===== src/rtl/rv32v_radix4_multiplier.sv =====
// rtl/rv32v_radix4_multiplier.sv - iterative radix-4 WIDTHxWIDTH -> 2*WIDTH multiplier with sign fix-up
// Optional macro RV32V_MUL_EARLY_EXIT_EN: finish as soon as the remaining multiplier digits are all zero.
module rv32v_radix4_multiplier #(
    parameter int WIDTH = 32
) (
    input  logic                 CLK,
    input  logic                 nRST,
    input  logic [WIDTH-1:0]     multiplicand,
    input  logic [WIDTH-1:0]     multiplier,
    input  logic                 is_signed,
    input  logic                 start,
    output logic                 finished,
    output logic [2*WIDTH-1:0]   product,
    output logic                 busy
);

    localparam int CW = $clog2(WIDTH / 2 + 1);
    localparam logic [CW-1:0] DIGITS = CW'(WIDTH / 2);

    typedef enum logic [1:0] {IDLE, BUSY, DONE} state_t;

    state_t                 state;
    logic [WIDTH-1:0]       a_mag;
    logic [WIDTH+1:0]       a_x3;
    logic [WIDTH-1:0]       b_shift;
    logic [2*WIDTH-1:0]     acc;
    logic [CW-1:0]          count;
    logic                   neg_result;

    logic [WIDTH-1:0]       mag_a;
    logic [WIDTH-1:0]       mag_b;
    logic [WIDTH+1:0]       pp;
    logic [2*WIDTH+1:0]     sum;
    logic [2*WIDTH-1:0]     acc_next;
    logic [2*WIDTH-1:0]     acc_final;
    logic [WIDTH-1:0]       b_next;
    logic                   last_digit;
`ifdef RV32V_MUL_EARLY_EXIT_EN
    logic [CW-1:0]          count_left;
`endif

    always_comb begin
        mag_a = (is_signed && multiplicand[WIDTH-1]) ? (~multiplicand + WIDTH'(1)) : multiplicand;
        mag_b = (is_signed && multiplier[WIDTH-1])   ? (~multiplier + WIDTH'(1))   : multiplier;

        case (b_shift[1:0])
            2'd0:    pp = '0;
            2'd1:    pp = {2'b00, a_mag};
            2'd2:    pp = {1'b0, a_mag, 1'b0};
            default: pp = a_x3;
        endcase

        // Digit enters at weight 2^WIDTH; the bits shifted out below are always zero.
        sum      = {2'b00, acc} + {pp, {WIDTH{1'b0}}};
        acc_next = (2*WIDTH)'(sum >> 2);
        b_next   = b_shift >> 2;

`ifdef RV32V_MUL_EARLY_EXIT_EN
        count_left = count - CW'(1);
        last_digit = (count == CW'(1)) || (b_next == '0);
        acc_final  = acc_next >> {count_left, 1'b0};
`else
        last_digit = (count == CW'(1));
        acc_final  = acc_next;
`endif
    end

    always_ff @(posedge CLK) begin
        if (!nRST) begin
            state      <= IDLE;
            finished   <= 1'b0;
            busy       <= 1'b0;
            product    <= '0;
            a_mag      <= '0;
            a_x3       <= '0;
            b_shift    <= '0;
            acc        <= '0;
            count      <= '0;
            neg_result <= 1'b0;
        end else begin
            finished <= 1'b0;
            case (state)
                IDLE, DONE: begin
                    if (start) begin
                        a_mag      <= mag_a;
                        a_x3       <= {2'b00, mag_a} + {1'b0, mag_a, 1'b0};
                        b_shift    <= mag_b;
                        acc        <= '0;
                        count      <= DIGITS;
                        neg_result <= is_signed & (multiplicand[WIDTH-1] ^ multiplier[WIDTH-1]);
                        state      <= BUSY;
                        busy       <= 1'b1;
                    end else begin
                        state <= IDLE;
                        busy  <= 1'b0;
                    end
                end
                BUSY: begin
                    acc     <= acc_next;
                    b_shift <= b_next;
                    count   <= count - CW'(1);
                    if (last_digit) begin
                        product  <= neg_result ? -acc_final : acc_final;
                        finished <= 1'b1;
                        busy     <= 1'b0;
                        state    <= DONE;
                    end
                end
                default: begin
                    state <= IDLE;
                    busy  <= 1'b0;
                end
            endcase
        end
    end

endmodule


===== config.mk =====
export PLATFORM = sky130hd
export DESIGN_NAME = rv32v_radix4_multiplier
export DESIGN_NICKNAME = d
export VERILOG_FILES = /design/src/rtl/rv32v_radix4_multiplier.sv
export SDC_FILE = /design/constraint.sdc
export NUM_CORES = 1
export LEC_CHECK = 0
export CAP_MARGIN = 20
export CORE_MARGIN = 2
export CORE_UTILIZATION = 53
export DETAILED_ROUTE_END_ITERATION = 8
export PLACE_DENSITY = 0.75
export REMOVE_ABC_BUFFERS = 1
export SLEW_MARGIN = 10
export SYNTH_ARGS = -nofsm -noshare
export SYNTH_HDL_FRONTEND = slang
export SYNTH_SLANG_ARGS = --single-unit

===== constraint.sdc =====
create_clock -name CLK -period 4.98 [get_ports CLK]
set_input_delay 0.996 -clock CLK [delete_from_list [all_inputs] [get_ports CLK]]
set_output_delay 0.996 -clock CLK [all_outputs]
set_load 0.02 [all_outputs]

==> impl_metrics.tcl, run 1 <==
set metrics [dict create \
    dp_hpwl_um 28400 \
    timing.final.ws_setup_ns 0.139 \
    wl_per_cell_um 15.2 \
    drv_slew 0 \
    dieArea_mm2 0.0296 \
    critPathMaxStageDelay_ns 0.58 \
    clock_sink_count 232 \
    ios 134 \
    htreeDepth 1 \
    clk_pin_slew_worst_paths_ns 0.06 \
    netlist_area_mm2 0.0150 \
    ys_types 71 \
    dr.pass1.iters 6 \
    ys_ff_latch 232 \
    drt-total-wl_um 38300 \
    min_path_type "reg2reg" \
    cts_buffers 24 \
    seq_area_frac_synth_pct 31.0 \
    yosys_warnings 0 \
    setup_viol 0 \
    crit_type "reg2reg" \
    p_per_area_mw_per_mm2 281 \
    path_delay_family "simple AND/OR/NAND/NOR gates" \
    numPortBuffers 133 \
    gp_congestion 0.913 \
    clk-insertion-delay-late_ns 0.52 \
    power.total_w 0.00525 \
    finalNetCount 2271 \
    yosysTopAreaCell "dfxtp_1" \
    synth-main-ff-cell "dfxtp_1" \
    fp.dieH_um 172 \
    synthCells 1913 \
    fin_crit_ns 4.84 \
    via_per_inst 5.76 \
    drcViolationCount 0 \
    clockBufferDepth 3 \
    grt_max_degree 116 \
    yosysTopAreaCellShare_pct 31.0 \
    dr_total_vias 14535 \
    path_cells "buf_4, mux2_2, a22o_1, ha_1, inv_1, o31ai_2, buf_4, buf_4, o211ai_1, a22oi_1, o2111ai_2, or4_4, or4b_4, or4b_4, a31o_2, a221oi_2" \
    rsz0062_at_grt "true" \
    crit_buf_inv 4 \
    crit_fanout 9 \
    min_period_over_period_pct 97.2 \
    p_leak_nw 7.61 \
    core_mm2 0.0278 \
    rows 61 \
    fmax_mhz 207 \
    critPathCaptureType "flop" \
    synth_edf_count 0 \
    worstPathArrival_ns 5.27 \
    drive_above_1_share_pct 14.0 \
    cts_tree "done" \
    ir_drop_uv 219 \
    skew_ns 0.0137 \
    grt_first_pass_wirelength_um 62900 \
    max_slew.worst_pin.slew_ns 0.996 \
    synth.avg_cell_area_um2 7.83 \
    antenna_found_initial 0 \
    place_ws_ns -0.191 \
    area_growth_pct 24.5 \
    synthArstFlopShare_pct 0 \
    ant_nets 0 \
    max_cap_violations 0 \
    initial_core_util_pct 53.9 \
    grt_overflow 0 \
    drtIter0Drc 1241 \
    first_global_vias 13304 \
    synthTopCellsByArea "dfxtp_1 (31%), nor2_1 (6.1%), ha_1 (5.8%)" \
    worstSetupStartpointType "flop" \
    crit_slowest_cell "or4b_4" \
    grt_usage_pct 25.2 \
    hold_viol 0 \
    clock-root-buffer "clkbuf_16" \
    outcome "completed" \
    cp_common_cell "buf_4" \
    worstPathRequired_ns 5.41 \
    die_x_um 172 \
    max_slew_margin_pct 32.8 \
    antenna_cells 0 \
    ctsHoldBuffers 0 \
]
==> repair_timing <==
action,4_1_cts,5_1_grt
endpoints found under the setup margin,4,10
pin swaps,0,5
gates resized for setup,2,19
setup buffers,0,3
==> registers in the layout (all words and copies together) (netlist names), 2 cells and up <==
signal / count
a_mag: 32
a_x3: 33
acc: 62
b_shift: 32
count: 5
product: 64
state: 2
==> layout make-up <==
class                   count  area (um^2)
multi-input cells        1518         9840
fillers                  2409         9120
flip-flops and latches    232         4650
repair buffers            315         2770
clock buffers              34          709
well taps                 378          473
inverters                  40          155
clock inverters             6         63.8
==> layer usage <==
layer  vias to the layer above  track usage, %  wire [um]
li1                       7366               -          -
met1                      6759            34.5      18000
met2                       357            43.0      17800
met3                        53            2.08       1740
met4                         0            6.65        820
met5                         -               0          0
==> power breakdown <==
group	internal (W)	switching, W
Clock	0.00104	0.000727
Combinational	0.000688	0.000760
Sequential	0.00196	0.0000723
Total	0.00369	0.00156
==> worst reg2reg max path, stage by stage (launching register included) <==
cell	delay, ns
dfxtp_4	0.40
buf_4	0.14
mux2_2	0.32
a22o_1	0.19
ha_1	0.33
inv_1	0.08
o31ai_2	0.29
buf_4	0.17
buf_4	0.11
o211ai_1	0.11
a22oi_1	0.24
o2111ai_2	0.16
or4_4	0.56
or4b_4	0.52
or4b_4	0.58
a31o_2	0.29
a221oi_2	0.27
==> cells by family (layout without fill, tap and decap cells) <==
logic type	count (synthesis)	count (layout)	share of synthesized area, %
AOI/OAI and AO/OA	579	579	25.9
xor gates and xnor gates	157	157	9.18
adders and majority gates	72	72	6.11
buffers and inverters	163	395	4.09
DFF	232	232	31.0
muxes	40	40	2.93
and+or+nand+nor	670	670	20.8
==> Yosys cell counts (all sizes together) (8+ instances only) <==
cell / instances
xor2: 100
inv: 40
nor4: 12
or3: 17
a22o: 31
nand2: 187
o21ai: 79
or2: 12
o211ai: 8
nand3: 37
a31oi: 13
a21o: 37
o41ai: 12
o31ai: 28
a211oi: 70
nor2b: 10
mux2i: 9
clkbuf: 110
and2: 20
mux2: 31
ha: 70
and3: 12
nand2b: 18
nor3: 62
buf: 13
dfxtp: 232
a21oi: 149
xnor2: 57
nor2: 243
a22oi: 91
or4: 11
o21a: 14
==> stage by stage <==
| stage | instance area, um^2 | setup TNS [ns] | cells | utilization [%] | hold slack, ns |
|---|---|---|---|---|---|
| 6_report | 18700 | 0 | 2523 | 67.2 | 0.449 |
| 5_1_grt | 18700 | -0.0839 | 2523 | 67.2 | 0.469 |
| 4_1_cts | 18500 | 0 | 2519 | 66.7 | 0.452 |
| 3_5_place_dp | 17800 | -0.886 | 2479 | 63.9 | 0.443 |
| 3_3_place_gp | 17800 | -0.212 | 2479 | 63.9 | 0.435 |
| 2_1_floorplan | 14500 | -388.66 | 1790 | - | 0.428 |
==> cells in the final DEF (no fill, tap or decap), drive strengths merged, types with 79 or more instances in the layout <==
cell type        n
dfxtp          232
a22oi           91
clkdlybuf4s50  133
a21oi          149
buf            182
nor2           243
xor2           100
nand2          187
o21ai           79
==> worst paths after layout <==
check	startpoint	endpoint	slack (ns)	cells after the start
min	a_x3[22]$_SDFFE_PN0P_	a_x3[22]$_SDFFE_PN0P_	0.45	2
min reg2reg	a_x3[22]$_SDFFE_PN0P_	a_x3[22]$_SDFFE_PN0P_	0.45	2
max reg2reg	b_shift[1]$_SDFFE_PN0P_	product[59]$_SDFFE_PN0P_	0.14	16
max	b_shift[1]$_SDFFE_PN0P_	product[59]$_SDFFE_PN0P_	0.14	16
No activity file was read; power rests on OpenSTA's default activity.
==> run 2, diff against run 1 <==
--- a/config.mk
+++ b/config.mk
@@ -5,12 +5,12 @@
 export SDC_FILE = /design/constraint.sdc
 export NUM_CORES = 1
 export LEC_CHECK = 0
-export CAP_MARGIN = 20
 export CORE_MARGIN = 2
-export CORE_UTILIZATION = 53
+export CORE_UTILIZATION = 64
 export DETAILED_ROUTE_END_ITERATION = 8
-export PLACE_DENSITY = 0.75
+export PLACE_DENSITY = 0.85
 export REMOVE_ABC_BUFFERS = 1
+export SETUP_SLACK_MARGIN = 0.2
 export SLEW_MARGIN = 10
 export SYNTH_ARGS = -nofsm -noshare
 export SYNTH_HDL_FRONTEND = slang
==> constraint.sdc (replaced) <==
create_clock -name CLK -period 5.63 [get_ports CLK]
set_input_delay 1.126 -clock CLK [delete_from_list [all_inputs] [get_ports CLK]]
set_output_delay 1.126 -clock CLK [all_outputs]
set_load 0.02 [all_outputs]
==> run 2 against run 1 <==
Final area down 7.2%. Routed wire length down 3.2%. Critical path depth down 2. Core utilization up 8.6 points. Global-route usage up 3.8 points. Clock skew up 0.0045 ns. Clock power down 12%. Register-to-register slack better by 0.35 ns. Sequential share of layout area up 1.9 points. Sequential power down 12%. Non-clock buffer count down 153. Clock-buffer cell count down 3.
==> impl_metrics.tcl, run 2 (synthesized netlist as in run 1, its figures left out) <==
set metrics [dict create \
    rows 55 \
    area_growth_pct 15.6 \
    finalNetCount 2119 \
    reg.largest.list "product (64), acc (62), a_x3 (33)" \
    p_leak_nw 6.83 \
    top_register "product" \
    outcome "completed" \
    worstPathArrival_ns 5.56 \
    hold_viol 0 \
    fmax_mhz 194 \
    crit_type "reg2reg" \
    gp_congestion 0.887 \
    max_slew.worst_pin.slew_ns 1.08 \
    worstPathRequired_ns 6.05 \
    largest_reg_flops 64 \
    timing.final.ws_setup_ns 0.485 \
    fp.dieH_um 157 \
    dr.pass1.iters 6 \
    p_per_area_mw_per_mm2 258 \
    drt-total-wl_um 37100 \
    path_delay_family "simple AND/OR/NAND/NOR gates" \
    cp_common_cell "or4b_4" \
    worstSetupStartpointType "flop" \
    hold_slack_ns 0.450 \
    htreeDepth 1 \
    clk-insertion-delay-late_ns 0.52 \
    rsz0062_at_grt "true" \
    die_x_um 157 \
    numPortBuffers 133 \
    cts_setup_buffers 0 \
    place_ws_ns 0.171 \
    critPathCaptureType "flop" \
    antenna_found_initial 0 \
    critPathMaxStageDelay_ns 0.61 \
    mostFrequentLayoutCell "nor2_1" \
    clockBufferDepth 3 \
    crit_buf_inv 1 \
    final_core_util_pct 75.8 \
    worst-r2r-cell-count 14 \
    crit_fanout 16 \
    via_per_inst 6.15 \
    grt_usage_pct 29.0 \
    initial_core_util_pct 65.6 \
    dp_cells 2265 \
    ios 134 \
    clock_sink_count 232 \
    clk_pin_slew_worst_paths_ns 0.07 \
    wl_per_cell_um 16.1 \
    r2r_start "b_shift[1]$_SDFFE_PN0P_" \
    ir_drop_uv 178 \
    final_cell_mix "nor2_1 (242), dfxtp_1 (231), nand2_1 (187)" \
    path_cells "buf_4, mux2_2, a22o_1, ha_1, a211oi_2, o31ai_1, or3_1, a22oi_1, o2111ai_1, or4_4, or4b_4, or4b_4, a31o_2, a221oi_2" \
    dr_total_vias 14175 \
    reg2reg_to "product[59]$_SDFFE_PN0P_" \
    min_period_over_period_pct 91.4 \
    r2r_slack_ns 0.48 \
    grt_first_pass_wirelength_um 60400 \
    fin_crit_ns 5.15 \
    antenna_cells 0 \
    cts_tree "done" \
    hold_path_end "a_x3[16]$_SDFFE_PN0P_" \
    max_slew_margin_pct 28.1 \
    cts_resized 0 \
    grt_overflow 0 \
    drtIter0Drc 1025 \
    max_cap_violations 0 \
    hold_start "a_x3[16]$_SDFFE_PN0P_" \
    grt_max_degree 116 \
    clock-root-buffer "clkbuf_16" \
    dp_hpwl_um 26700 \
    core_mm2 0.0228 \
    dieArea_mm2 0.0247 \
    crit_slowest_cell "or4_4" \
    holdPathStages 2 \
    drcViolationCount 0 \
    cts_buffers 25 \
    setup_viol 0 \
    min_path_type "reg2reg" \
    drive_above_1_share_pct 6.87 \
    ctsHoldBuffers 0 \
    skew_ns 0.0182 \
    fillerInstances 1776 \
    final_cells 2306 \
    drv_slew 0 \
    first_global_vias 12809 \
    ant_nets 0 \
]
==> run 2: cell count changes in the layout (fill, tap and decap cells not counted), sizes merged <==
cell / delta
clkbuf: -3
buf: -153
clkinv: +3
inv: +1
==> run 2: area by class of cell <==
cell class                      count  area, um^2  area share (%)
Clock inverter                     10        87.6           0.506
Inverter                           40         155           0.896
Sequential cell                   232        4650            26.8
Clock buffer                       31         678            3.92
Tap cell                          313         392            2.26
Timing Repair Buffer              162        1590            9.16
Multi-Input combinational cell   1518        9780            56.4
==> run 2: through the flow <==
stage	setup TNS, ns	power, W	instance area [um^2]
after floorplan	-296.12	0.00262	14500
after global placement	0	0.00290	16500
final	0	0.00448	17300
after global routing	0	0.00468	17300
after CTS	0	0.00447	17300
after detailed placement	0	0.00294	16500
==> run 2: report_power, final <==
group	internal [W]	switching [W]
clock	0.000896	0.000651
combinational	0.000481	0.000647
sequential	0.00174	0.0000647
total	0.00311	0.00136
==> run 2: tightest hold or removal path, cell delays in order (launching register included) <==
cell and delay (ns):
dfxtp_1 0.31, nand2_1 0.05, a21oi_1 0.05
==> run 2: worst max-delay path by stage <==
| stage | slack (ns) | cells past startpoint | endpoint | from |
|---|---|---|---|---|
| CTS | 0.43 | 14 | product[59]$_SDFFE_PN0P_ | b_shift[1]$_SDFFE_PN0P_ |
| floorplan | -2.78 | 4 | b_shift[1]$_SDFFE_PN0P_ | start |
| global route | 0.20 | 15 | product[62]$_SDFFE_PN0P_ | b_shift[1]$_SDFFE_PN0P_ |
| global placement | 0.29 | 18 | a_x3[31]$_SDFFE_PN0P_ | multiplicand[9] |
| finish | 0.48 | 14 | product[59]$_SDFFE_PN0P_ | b_shift[1]$_SDFFE_PN0P_ |
| detailed placement | 0.17 | 18 | a_x3[31]$_SDFFE_PN0P_ | multiplicand[8] |
==> run 2: metal layers <==
metal  part of all wire, %  wire length, um  GRT usage, %
met1                    45            16800          39.4
met3                   6.1             2270          3.25
met2                    47            17300          49.5
met4                   1.9              694          7.10
met5                     0                0             0
==> run 3, diff against run 2 <==
--- a/config.mk
+++ b/config.mk
@@ -6,9 +6,9 @@
 export NUM_CORES = 1
 export LEC_CHECK = 0
 export CORE_MARGIN = 2
-export CORE_UTILIZATION = 64
+export CORE_UTILIZATION = 59
 export DETAILED_ROUTE_END_ITERATION = 8
-export PLACE_DENSITY = 0.85
+export PLACE_DENSITY = 0.79
 export REMOVE_ABC_BUFFERS = 1
 export SETUP_SLACK_MARGIN = 0.2
 export SLEW_MARGIN = 10
==> constraint.sdc (replaced) <==
create_clock -name CLK -period 5 [get_ports CLK]
set_input_delay 1 -clock CLK [delete_from_list [all_inputs] [get_ports CLK]]
set_output_delay 1 -clock CLK [all_outputs]
set_load 0.02 [all_outputs]
==> run 3 against run 2 <==
First-iteration DRC count up 9.2%. Combinational power rose by 35%. Clock skew decreased by 0.0084 ns. Final area grew 9.2%. Final cell count is 6.9% higher. Critical endpoint unchanged.
==> impl_metrics.tcl, run 3 (synthesized netlist as in run 1, its figures left out) <==
set metrics [dict create \
    top_register "product" \
    wl_per_cell_um 16.6 \
    reg2reg_to "product[59]$_SDFFE_PN0P_" \
    gp_congestion 0.925 \
    cts_tree "done" \
    crit_slowest_cell "or4b_4" \
    critPathCaptureType "flop" \
    grt_usage_pct 29.4 \
    antenna_cells 0 \
    largest_reg_flops 64 \
    clk-insertion-delay-late_ns 0.52 \
    crit_start "b_shift[1]$_SDFFE_PN0P_" \
    clock_sink_count 232 \
    clk_pin_slew_worst_paths_ns 0.06 \
    max_slew.worst_pin.slew_ns 1.24 \
    dr_total_vias 14749 \
    drv_slew 0 \
    drcViolationCount 0 \
    p_per_area_mw_per_mm2 284 \
    rows 58 \
    crit_buf_inv 2 \
    htreeDepth 1 \
    worst-r2r-cell-count 16 \
    grt_first_pass_wirelength_um 65800 \
    min_period_over_period_pct 96.6 \
    place_ws_ns -0.254 \
    drive_above_1_share_pct 16.0 \
    fmax_mhz 207 \
    dr.pass1.iters 6 \
    worstSetupStartpointType "flop" \
    fp.dieH_um 163 \
    grt_overflow 0 \
    dp_hpwl_um 29400 \
    max_slew_margin_pct 16.5 \
    fin_crit_ns 4.83 \
    hold_start "product[31]$_SDFFE_PN0P_" \
    cp_num_cells 16 \
    setup_viol 0 \
    critPathMaxStageDelay_ns 0.60 \
    min_path_type "reg2reg" \
    reg.largest.list "product (64), acc (62), a_x3 (33)" \
    dieArea_mm2 0.0267 \
    rsz0062_at_grt "true" \
    crit_fanout 6 \
    outcome "completed" \
    drt-total-wl_um 40900 \
    fillerInstances 1905 \
    crit_type "reg2reg" \
    r2r_start "b_shift[1]$_SDFFE_PN0P_" \
    die_x_um 163 \
    mostFrequentLayoutCell "nor2_1" \
    final_cells 2465 \
    p_leak_nw 7.60 \
    multiInputGateArea_mm2 0.0102 \
    ctsHoldBuffers 0 \
    core_mm2 0.0250 \
    worstPathRequired_ns 5.36 \
    grt_max_degree 116 \
    cts_buffers 25 \
    r2r_slack_ns 0.17 \
    seqCellArea_mm2 0.00465 \
    drtIter0Drc 1119 \
    hold_viol 0 \
    max_cap_violations 0 \
    via_per_inst 5.98 \
    path_delay_family "simple AND/OR/NAND/NOR gates" \
    ant_nets 0 \
    finalNetCount 2258 \
    clockBufferDepth 3 \
    crit_path_end "product[59]$_SDFFE_PN0P_" \
    numPortBuffers 133 \
    dp_cells 2413 \
    antenna_found_initial 0 \
    first_global_vias 13635 \
    ir_drop_uv 263 \
    timing.final.ws_setup_ns 0.169 \
    clock-root-buffer "clkbuf_16" \
    area_growth_pct 26.2 \
    ios 134 \
    initial_core_util_pct 59.9 \
    worstPathArrival_ns 5.20 \
    skew_ns 0.00982 \
    final_cell_mix "nor2_1 (240), dfxtp_1 (229), nand2_1 (187)" \
    path_cells "buf_12, mux2_4, a22o_4, inv_1, fa_1, nand2b_1, nand2b_1, a21oi_1, xnor2_1, or3_4, or4_4, or4b_4, or4b_4, nor3_1, a31o_4, a221oi_2" \
]
[run 3: cell count changes in the layout (fill, tap and decap cells not counted), moves of 5 or more]
cell      before  now
ha_1          70   59
a211oi_1      69   64
a21oi_2        1    9
o21ai_0       77   72
buf_4         26  161
a21oi_1      148  138
a211oi_2       1    6
ha_4           0   11
[run 3: stage by stage]
step | cell area [um^2] | util (%) | setup TNS, ns | total power [W] | hold WS, ns
2_1_floorplan | 14500 | - | -385.81 | 0.00295 | 0.428
3_3_place_gp | 17500 | 70.1 | -0.164 | 0.00342 | 0.438
3_5_place_dp | 17500 | 70.1 | -0.683 | 0.00347 | 0.446
6_report | 18900 | 75.5 | 0 | 0.00537 | 0.452
4_1_cts | 18400 | 73.6 | 0 | 0.00530 | 0.452
5_1_grt | 18900 | 75.5 | 0 | 0.00562 | 0.469
[run 3: what timing repair did]
action / CTS / global route
setup buffers: 1 / 7
pin swaps: 3 / 28
resized for setup: 16 / 78
setup endpoints to repair: 10 / 16
[run 3: layout make-up]
cell class / count / area share, %
sequential: 232 / 24.6
clock inverter: 8 / 0.417
clock buffer: 36 / 3.84
inverter: 40 / 0.820
timing repair buffer: 301 / 14.0
tap: 330 / 2.18
multi-input combinational: 1518 / 54.1
[run 3: worst min-delay path, delay by kind of cell (launching register included)]
family | cells | cell delay [ns]
and+or+nand+nor | 1 | 0.05
AOI/OAI and AO/OA | 1 | 0.05
DFF | 1 | 0.31
[run 3: routing by layer]
layer	routed length [um]	track usage, %	up-vias
li1	-	-	7332
met1	18600	39.8	6913
met4	809	6.60	0
met5	0	0	-
met2	19500	51.0	447
met3	1900	2.36	57
[run 3: power breakdown]
part	total (W)	internal [W]	switching, W
logic	0.00152	0.000714	0.000802
registers	0.00203	0.00196	0.0000723
clock network	0.00182	0.00106	0.000762
total	0.00537	0.00373	0.00164
[run 3: worst min path at each step]
stage | to | slack, ns | cells past startpoint
finish | product[31]$_SDFFE_PN0P_ | 0.45 | 2
CTS | product[31]$_SDFFE_PN0P_ | 0.45 | 2
global route | product[31]$_SDFFE_PN0P_ | 0.47 | 2
floorplan | a_x3[6]$_SDFFE_PN0P_ | 0.43 | 2
global placement | a_x3[7]$_SDFFE_PN0P_ | 0.44 | 2
detailed placement | product[31]$_SDFFE_PN0P_ | 0.45 | 2
